## src/rtl/uart_ram_arbiter.sv

```systemverilog
// uart_ram_arbiter: shares the servant_ram Wishbone port between the SERV CPU and a
// UART RX byte-DMA that writes received bytes into a circular RAM ring.
// Optional feature macro: UART_RAM_ARB_STATUS_EN (internal status/clear register).

// Purpose: small byte FIFO buffering received UART bytes for the DMA writer.
// Latency: a pushed byte is visible at head the cycle after the push.
// Backpressure: none internally; the caller only pushes when not full or when popping.
module uart_ram_fifo #(
  parameter int DEPTH = 4,
  parameter int WIDTH = 8
) (
  input  logic             clk,
  input  logic             rst,
  input  logic             push,
  input  logic [WIDTH-1:0] push_dat,
  input  logic             pop,
  output logic [WIDTH-1:0] head,
  output logic [4:0]       cnt
);
  localparam int AW = (DEPTH > 1) ? $clog2(DEPTH) : 1;

  logic [WIDTH-1:0] mem [DEPTH];
  logic [AW-1:0]    wr_idx;
  logic [AW-1:0]    rd_idx;

  // Pointer and occupancy bookkeeping; index wrap relies on DEPTH being a power of 2.
  always_ff @(posedge clk or posedge rst) begin
    if (rst) begin
      wr_idx <= '0;
      rd_idx <= '0;
      cnt    <= 5'd0;
    end else begin
      if (push) wr_idx <= wr_idx + 1'b1;
      if (pop)  rd_idx <= rd_idx + 1'b1;
      if (push && !pop)      cnt <= cnt + 5'd1;
      else if (pop && !push) cnt <= cnt - 5'd1;
    end
  end

  // Storage is not reset; clearing the pointers is what discards stale bytes.
  always_ff @(posedge clk) begin
    if (push) mem[wr_idx] <= push_dat;
  end

  assign head = mem[rd_idx];
endmodule

// Purpose: round-robin Wishbone arbiter, CPU vs RX byte-DMA into ring [ADR_LL, ADR_UL).
// Latency: grant registered 1 cycle after request; CPU ack follows RAM ack combinationally.
// Backpressure: RX bytes are dropped (sticky o_overflow) when the FIFO is full and not popping.
module uart_ram_arbiter #(
  parameter logic [31:0] ADR_LL     = 32'h00C00000,
  parameter logic [31:0] ADR_UL     = 32'h00C10000,
  parameter int          FIFO_DEPTH = 4
`ifdef UART_RAM_ARB_STATUS_EN
  , parameter logic [31:0] STATUS_ADR = 32'h00C20000
`endif
) (
  input  logic        i_wb_clk,
  input  logic        i_wb_rst,
  input  logic [31:0] i_cpu_adr,
  input  logic [31:0] i_cpu_dat,
  input  logic [3:0]  i_cpu_sel,
  input  logic        i_cpu_we,
  input  logic        i_cpu_cyc,
  output logic [31:0] o_cpu_rdt,
  output logic        o_cpu_ack,
  output logic [31:0] o_ram_adr,
  output logic [31:0] o_ram_dat,
  output logic [3:0]  o_ram_sel,
  output logic        o_ram_we,
  output logic        o_ram_cyc,
  input  logic [31:0] i_ram_rdt,
  input  logic        i_ram_ack,
  input  logic        i_rx_done,
  input  logic [7:0]  i_rx_dat,
  output logic [31:0] o_wr_ptr,
  output logic [4:0]  o_fifo_cnt,
  output logic        o_overflow
);
  localparam logic [4:0] DEPTH_C = 5'(FIFO_DEPTH);

  typedef enum logic [1:0] {
    IDLE    = 2'd0,
    GNT_CPU = 2'd1,
    GNT_DMA = 2'd2,
    STS_ACK = 2'd3
  } state_t;

  state_t      state;
  state_t      state_nxt;
  logic        last_dma;
  logic        last_dma_nxt;
  logic        cpu_req;
  logic        dma_req;
  logic        pop;
  logic        push;
  logic        drop;
  logic [7:0]  fifo_head;
  logic [31:0] ptr_inc;

  assign cpu_req = i_cpu_cyc;
  assign dma_req = (o_fifo_cnt != 5'd0);
  // A pop frees a slot in the same cycle, so a push at full is still accepted then.
  assign push    = i_rx_done && ((o_fifo_cnt < DEPTH_C) || pop);
  assign drop    = i_rx_done && !push;
  assign ptr_inc = o_wr_ptr + 32'd1;

`ifdef UART_RAM_ARB_STATUS_EN
  logic sts_hit;
  logic sts_clr;
  assign sts_hit = (i_cpu_adr[31:2] == STATUS_ADR[31:2]);
  assign sts_clr = (state == STS_ACK) && i_cpu_we && i_cpu_sel[3] && i_cpu_dat[31];
`endif

  uart_ram_fifo #(
    .DEPTH (FIFO_DEPTH),
    .WIDTH (8)
  ) u_rx_fifo (
    .clk      (i_wb_clk),
    .rst      (i_wb_rst),
    .push     (push),
    .push_dat (i_rx_dat),
    .pop      (pop),
    .head     (fifo_head),
    .cnt      (o_fifo_cnt)
  );

  // Grant state and round-robin history; last_dma resets high so the CPU wins the first tie.
  always_ff @(posedge i_wb_clk or posedge i_wb_rst) begin
    if (i_wb_rst) begin
      state    <= IDLE;
      last_dma <= 1'b1;
    end else begin
      state    <= state_nxt;
      last_dma <= last_dma_nxt;
    end
  end

  // Arbitration in IDLE and combinational steering of the RAM port for the granted owner.
  always_comb begin
    state_nxt    = state;
    last_dma_nxt = last_dma;
    o_ram_cyc    = 1'b0;
    o_ram_we     = 1'b0;
    o_ram_adr    = 32'h0;
    o_ram_dat    = 32'h0;
    o_ram_sel    = 4'h0;
    o_cpu_ack    = 1'b0;
    o_cpu_rdt    = 32'h0;
    pop          = 1'b0;
    case (state)
      IDLE: begin
        if (cpu_req && (!dma_req || last_dma)) begin
          last_dma_nxt = 1'b0;
`ifdef UART_RAM_ARB_STATUS_EN
          state_nxt    = sts_hit ? STS_ACK : GNT_CPU;
`else
          state_nxt    = GNT_CPU;
`endif
        end else if (dma_req) begin
          last_dma_nxt = 1'b1;
          state_nxt    = GNT_DMA;
        end
      end
      GNT_CPU: begin
        o_ram_cyc = 1'b1;
        o_ram_we  = i_cpu_we;
        o_ram_adr = i_cpu_adr;
        o_ram_dat = i_cpu_dat;
        o_ram_sel = i_cpu_sel;
        o_cpu_ack = i_ram_ack;
        o_cpu_rdt = i_ram_rdt;
        if (i_ram_ack) state_nxt = IDLE;
      end
      GNT_DMA: begin
        o_ram_cyc = 1'b1;
        o_ram_we  = 1'b1;
        o_ram_adr = o_wr_ptr;
        o_ram_dat = {4{fifo_head}};
        o_ram_sel = 4'b0001 << o_wr_ptr[1:0];
        if (i_ram_ack) begin
          pop       = 1'b1;
          state_nxt = IDLE;
        end
      end
`ifdef UART_RAM_ARB_STATUS_EN
      STS_ACK: begin
        o_cpu_ack = 1'b1;
        o_cpu_rdt = {o_overflow, 10'b0, o_fifo_cnt, o_wr_ptr[15:0]};
        state_nxt = IDLE;
      end
`endif
      default: state_nxt = IDLE;
    endcase
  end

  // Ring write pointer advances once per completed DMA byte and wraps at ADR_UL.
  always_ff @(posedge i_wb_clk or posedge i_wb_rst) begin
    if (i_wb_rst) begin
      o_wr_ptr <= ADR_LL;
    end else if (pop) begin
      o_wr_ptr <= (ptr_inc == ADR_UL) ? ADR_LL : ptr_inc;
    end
  end

  // Sticky drop flag; a drop in the same cycle as a clear keeps the flag set.
  always_ff @(posedge i_wb_clk or posedge i_wb_rst) begin
    if (i_wb_rst) begin
      o_overflow <= 1'b0;
    end else if (drop) begin
      o_overflow <= 1'b1;
`ifdef UART_RAM_ARB_STATUS_EN
    end else if (sts_clr) begin
      o_overflow <= 1'b0;
`endif
    end
  end
endmodule

```

## config.mk

```make
export PLATFORM = sky130hd
export DESIGN_NAME = uart_ram_arbiter
export DESIGN_NICKNAME = d
export VERILOG_FILES = /design/src/rtl/uart_ram_arbiter.sv
export SDC_FILE = /design/constraint.sdc
export NUM_CORES = 1
export LEC_CHECK = 0
export BUFFER_PORTS_ARGS = -buffer_cell sky130_fd_sc_hd__buf_2
export CAP_MARGIN = 10
export CORE_MARGIN = 5
export CORE_UTILIZATION = 51
export CTS_CLUSTER_DIAMETER = 80
export DETAILED_ROUTE_END_ITERATION = 16
export GPL_TIMING_DRIVEN = 0
export HOLD_SLACK_MARGIN = 0.15
export PLACE_DENSITY = 0.9
export SLEW_MARGIN = 20
export SYNTH_ARGS = -nofsm -noshare
export SYNTH_HDL_FRONTEND = slang
export SYNTH_SLANG_ARGS = --single-unit
export TNS_END_PERCENT = 5
```

## constraint.sdc

```tcl
create_clock -name i_wb_clk -period 4.61 [get_ports i_wb_clk]
set_input_delay 0.2305 -clock i_wb_clk [delete_from_list [all_inputs] [get_ports i_wb_clk]]
set_output_delay 0.2305 -clock i_wb_clk [all_outputs]
set_load 0.05 [all_outputs]
```

== Word level (Yosys, flattened, before mapping) ==
Memories as Yosys holds them, arrays and structs flattened.
Index checks and enable logic that the tools add are counted.
Operators by class
  add/subtract/negate cells: 5
  $lt $le $gt $ge: 1
  equality and inequality tests: 5
  shift operators: 1
  multiplexer cells: 20
  reductions and logical operators: 17
Operator list (number)
  $pmux W32 S2: 2
  $mux W32: 2
  $add A32 B1 Y32 const B: 1
  $eq A32 B24 Y1 const B: 1
  $mux W5: 2
  $mux W1: 8
  $pmux W4 S2: 1
  $mux W2: 3
  $add A5 B1 Y5 const B: 1
  $logic_and A1 B1 Y1: 5
  $lt A5 B3 Y1 const B: 1
  $reduce_bool A5 Y1: 1
  $sub A5 B1 Y5 const B: 1
  $add A2 B1 Y2 const B: 2
  $pmux W2 S2: 1
  $reduce_and A2 Y1: 2
  $reduce_bool A2 Y1: 2
  $shl A1 B2 Y4 const A: 1
  $logic_not A1 Y1: 3
  $ne A3 B3 Y1 const B: 1
  $eq A2 B1 Y1 const B: 1
  $eq A2 B2 Y1 const B: 1
  $logic_not A2 Y1: 1
  $logic_or A1 B1 Y1: 2
  3 further kinds: 3
Storage, ports and cells
  bits in registers: 45
  memory bits (writable): 32
  output and inout bits: 141
  memories kept: 1
Memory list
  u_rx_fifo.mem: words 4, bits a word 8, rd ports 1, clocked after Yosys merged registers in 0, wr ports 1, RTL line 22  | logic [WIDTH-1:0] mem [DEPTH];

== Logic depth before layout (Yosys ltp) ==
  word-level depth: 8
  mapped depth: 17

== Hierarchy ==
A second synthesis with hierarchy kept.
Unflattened totals
  cell total of the unflattened synthesis: 573
  area, all modules: 5388.9 µm²
By module, submodules not included
  uart_ram_arbiter: instances 1, cells an instance 477, area an instance 3678.5 µm², seq. area each 904.6 µm²
  uart_ram_fifo: instances 1, cells an instance 96, area an instance 1710.4 µm², seq. area each 1186.1 µm²

== Worst setup path before layout ==
OpenSTA, ideal clock, no wires.
  path type: reg2reg
  from: reg state[0]
  to: reg u_rx_fifo.cnt[4]
  library setup time: 0.144 ns
  arrival time: 3.006 ns
  data required time: 4.466 ns
  setup slack: 1.461 ns
  cell stages (with the launch flop): 18
  buffers on the path: 3
  period minus slack after synthesis: 3.149 ns
  path through: dfrtp_1 inv_1 ha_1 clkbuf_1 and2_1 buf_2 inv_1 and2_1 nor2b_1 clkbuf_1 ha_1 inv_1 fa_1 a21o_1 a21oi_1 xnor2_1 nor2_1 xor2_1
On the way
  cells in the longest elaborated chain, start to end: 7
RTL lines
  from (decl): RTL line 90  | state_t state;
  from (signal assigned): RTL line 135  | state <= state_nxt;
  $eq A2 B2 Y1 *: RTL line 152  | case (state)
  $mux W1 *: RTL line 152
  $logic_or A1 B1 Y1 *: RTL line 105  | assign push = i_rx_done && ((o_fifo_cnt < DEPTH_C) || pop);
  $logic_and A1 B1 Y1 *: RTL line 105
  via push: RTL line 97  | logic push;
  $logic_not A1 Y1: RTL line 36  | else if (pop && !push) cnt <= cnt - 5'd1;
  $logic_and A1 B1 Y1: RTL line 36
  $reduce_bool A2 Y1 (no source line)
  to (signal assigned): RTL line 35  | if (push && !pop) cnt <= cnt + 5'd1;
  to (signal assigned): RTL line 36
  to (decl): RTL line 18  | output logic [4:0] cnt
Mark *: on every way through the listed nets, which the timed path passes. The rest lies on a longest branch.
A chain may end at the register's enable or synchronous reset.

== Final worst setup path ==
Same ends and word-level chain as after synthesis.

==> results.py <==
metrics = {
    "run_status": {
        "outcome": "finished clean",
    },
    "clocking": {
        "clk_pin_slew_worst_paths_ps": 80,
        "cts_tree": "done",
        "cts_root_buf": "clkbuf_8",
        "clock_path_buffers": 2,
        "clock_latency_ps": 360,
        "cts_buffers": 9,
        "clkSinkCount": 77,
        "htree_levels": 3,
    },
    "detailed_routing": {
        "wl_microns": 18300,
        "vias": 5425,
        "drt_iter0_drc": 507,
        "ant_nets": 0,
        "via_per_inst": 5.68,
        "firstDrtPassIters": 6,
        "wl_per_cell_microns": 19.1,
        "drc": 0,
    },
    "global_route": {
        "grt_pass1_vias": 5401,
        "grt_busiest_layer": "met2",
        "grt_util_met3_pct": 6.40,
        "antenna_found_initial": 0,
        "use_met1_pct": 33.7,
        "grt.met2_usage_pct": 50.8,
        "grt_usage_pct": 28.8,
        "grt_max_degree": 28,
        "grt_overflow": 0,
        "grt_pass1_wl_microns": 28400,
    },
    "placement": {
        "place.port_buffers": 254,
        "gp_congestion": 1.03,
        "dp_hpwl_microns": 14300,
    },
    "floorplan": {
        "die_area_sq_mm": 0.0122,
        "rows": 36,
        "die_h_microns": 110,
        "die_x_microns": 110,
        "core_sq_mm": 0.00982,
        "num_io_pins": 255,
        "start_util_pct": 52.4,
    },
    "sta": {
        "slew_headroom_pct": 48.6,
        "fmax_mhz": 260,
        "setup_tns_ps": 0,
        "finalClockSkew_ps": 9.70,
        "fin_crit_sh_pct": 83.3,
        "tightestPinTransition_ps": 770,
        "period_needed_ps": 3840,
        "setup_viol": 0,
        "drv_slew": 0,
        "rsz0062_at_grt": "no",
        "final-hold-violation-count": 0,
    },
    "power_and_ir_drop": {
        "p_leak_uw": 0.00325,
        "power_frac_comb_pct": 62.7,
        "p_clk_share_pct": 14.0,
        "swShare_pct": 54.3,
        "vdd_drop_max_mv": 0.510,
        "p_per_area_mw_per_mm2": 573,
        "total_power_uw": 3960,
        "p_switching_uw": 2150,
        "p_seq_share_pct": 23.3,
        "internal_power_uw": 1810,
    },
    "logic_synthesis": {
        "synth_nets": 671,
        "yosys.area.top_type": "dfrtp_1",
        "synth-adder-area-share_pct": 4.04,
        "synth_edf_count": 32,
        "synthTopCellsByArea": "dfrtp_1, edfxtp_1, a22oi_1",
        "yosys_warnings": 0,
        "ys_types": 52,
        "ys_async_sr_fraction_pct": 58.4,
        "yosysSeqAreaShare_pct": 40.7,
        "synth_compound_area_share_pct": 13.7,
        "synth.avg_cell_area_sq_um": 9.51,
        "synth_xor_area_share_pct": 7.49,
        "ys.flop_type": "dfrtp_1",
        "synth_top_cell_area_share_pct": 20.4,
        "muxShareOfSynthArea_pct": 4.11,
        "synthCells": 541,
        "ys_seq_elements": 77,
        "synthSimpleGateAreaFrac_pct": 25.2,
        "synth_top_family_by_area": "simple AND/OR/NAND/NOR gates",
        "synthesis.area_sq_mm": 0.00514,
    },
    "final_layout": {
        "fin_nets": 947,
        "drive_gt1_share_pct": 36.4,
        "antenna_cells": 0,
        "fillers": 752,
        "syn_to_final_growth_pct": 34.5,
    },
    "setup_path": {
        "worst-endpoint-arrival_ps": 4090,
        "crit_top_cell": "inv_1",
        "startpoint_type": "flop",
        "crit_family": "buffers and inverters",
        "worst-path-buf-inv": 6,
        "crit_path_end_kind": "flop",
        "slowest_delay_ps": 490,
        "path_max_fanout": 10,
        "crit_type": "flop to flop",
        "critPathSlowestCell": "clkbuf_1",
        "worstPathRequired_ps": 4860,
        "cp_cell_sequence": "inv_1 -> ha_1 -> clkbuf_1 -> and2_1 -> buf_2 -> inv_1 -> and2_1 -> nor2b_1 -> clkbuf_1 -> ha_1 -> inv_1 -> fa_1 -> a21o_1 -> a21oi_1 -> xnor2_1 -> nor2_1 -> xor2_1",
    },
    "job": {
        "drv_cap": 0,
    },
    "worst_hold_path": {
        "hold_class": "input pin to flop",
    },
}
-- stage by stage --
step | utilization (%) | instances | hold WS [ps] | area (sq um) | setup WS (ps)
2_1_floorplan | - | 541 | 329 | 5140 | 1460
3_3_place_gp | 67.0 | 928 | 436 | 6580 | 967
3_5_place_dp | 67.2 | 929 | 252 | 6600 | 827
4_1_cts | 70.4 | 955 | 180 | 6910 | 810
5_1_grt | 70.4 | 955 | 203 | 6910 | 503
6_report | 70.4 | 955 | 196 | 6910 | 769
-- registers in the layout, summed over array words and instances (netlist names) --
signal and cells:
u_rx_fifo.mem 32, o_wr_ptr 32, u_rx_fifo.cnt 5, u_rx_fifo.rd_idx 2, last_dma 1, state 2, o_overflow 1, u_rx_fifo.wr_idx 2
-- cell type report --
type | count | area (sq um) | area share [%]
multi-input combinational | 403 | 2800 | 40.6
timing repair buffer | 265 | 1390 | 20.1
buffer | 48 | 199 | 2.88
sequential | 77 | 2090 | 30.2
inverter | 13 | 48.8 | 0.706
clock buffer | 9 | 124 | 1.79
tap | 133 | 166 | 2.41
clock inverter | 7 | 90.1 | 1.30
-- path summary, 6_finish.rpt --
check / startpoint / end / slack (ps) / depth (start not counted)
setup / recovery: state[0]$_DFFE_PP0P_ / u_rx_fifo.cnt[4]$_DFFE_PP0P_ / 770 / 17
max in group asynchronous: i_wb_rst / o_wr_ptr[23]$_DFFE_PP1P_ / 3630 / 4
min in group asynchronous: i_wb_rst / o_wr_ptr[21]$_DFFE_PP0P_ / 410 / 3
setup reg to reg: state[0]$_DFFE_PP0P_ / u_rx_fifo.cnt[4]$_DFFE_PP0P_ / 770 / 17
hold reg to reg: o_overflow$_DFFE_PP0P_ / o_overflow$_DFFE_PP0P_ / 470 / 1
hold / removal: i_cpu_cyc / last_dma$_DFFE_PP1P_ / 200 / 4
-- cell usage in the layout (no fill, tap or decap), drive strengths merged, types with 2 or more instances in the layout --
master | synthesis | routed
or3 | 5 | 5
a21o | 4 | 4
nand2 | 65 | 65
mux4 | 8 | 8
a21oi | 7 | 7
ha | 15 | 15
a21boi | 33 | 33
clkbuf | 36 | 45
or4 | 5 | 5
xnor2 | 29 | 29
and4 | 6 | 6
edfxtp | 32 | 32
nor3 | 12 | 12
nor2 | 12 | 12
dfstp | 3 | 3
a22oi | 36 | 36
nand3 | 17 | 17
inv | 13 | 18
dlygate4sd3 | 0 | 10
nor4b | 2 | 2
nor4 | 5 | 5
xor2 | 15 | 15
nand4 | 13 | 13
nor2b | 39 | 39
and3 | 4 | 4
and2 | 42 | 42
mux2i | 2 | 2
nand3b | 3 | 3
buf | 12 | 267
o21ai | 11 | 11
dfrtp | 42 | 42
-- power by group through the flow --
stage	Combinational (uW)	Clock [uW]	Sequential, uW
after floorplan	1670	0	1060
final	2480	554	925
after global routing	2620	585	940
after global placement	2370	0	927
after CTS	2460	559	924
after detailed placement	2450	0	937
-- routing by layer --
metal / vias to the layer above / part of all wire [%] / wire, microns
met3: 56 / 8.5 / 1550
met1: 2573 / 37 / 6720
met5: - / 0 / 0
met4: 0 / 3.6 / 665
met2: 334 / 51 / 9340
li1: 2462 / - / -
-- worst reg2reg max path: stages, from the launching register on --
cell      delay, ps
dfrtp_1         390
inv_1           110
ha_1            150
clkbuf_1        490
and2_1          210
buf_2           230
inv_1           120
and2_1          170
nor2b_1         100
clkbuf_1        280
ha_1            250
inv_1           110
fa_1            420
a21o_1          180
a21oi_1         170
xnor2_1         130
nor2_1           60
xor2_1          140
-- logic make-up after synthesis --
logic type,Yosys count
buf+inv,61
xor+xnor,44
flops,77
simple gates,233
mux,11
fa+ha+maj,16
compound gates,99
-- synth_stat cells, types with 13 or more instances --
library cell  instances
inv_1                13
a22oi_1              36
and2_1               42
nand2_1              65
edfxtp_1             32
clkbuf_1             35
nor2b_1              39
dfrtp_1              42
xnor2_1              29
a21boi_0             33
nand3_1              17
xor2_1               15
ha_1                 15
-- timing repair --
item | in CTS | in global routing
hold endpoints to repair | 50 | 0
resized for setup | 0 | 0
hold buffers | 10 | 0
buffers inserted | 0 | 0
Power figures use the tool's default switching activity.
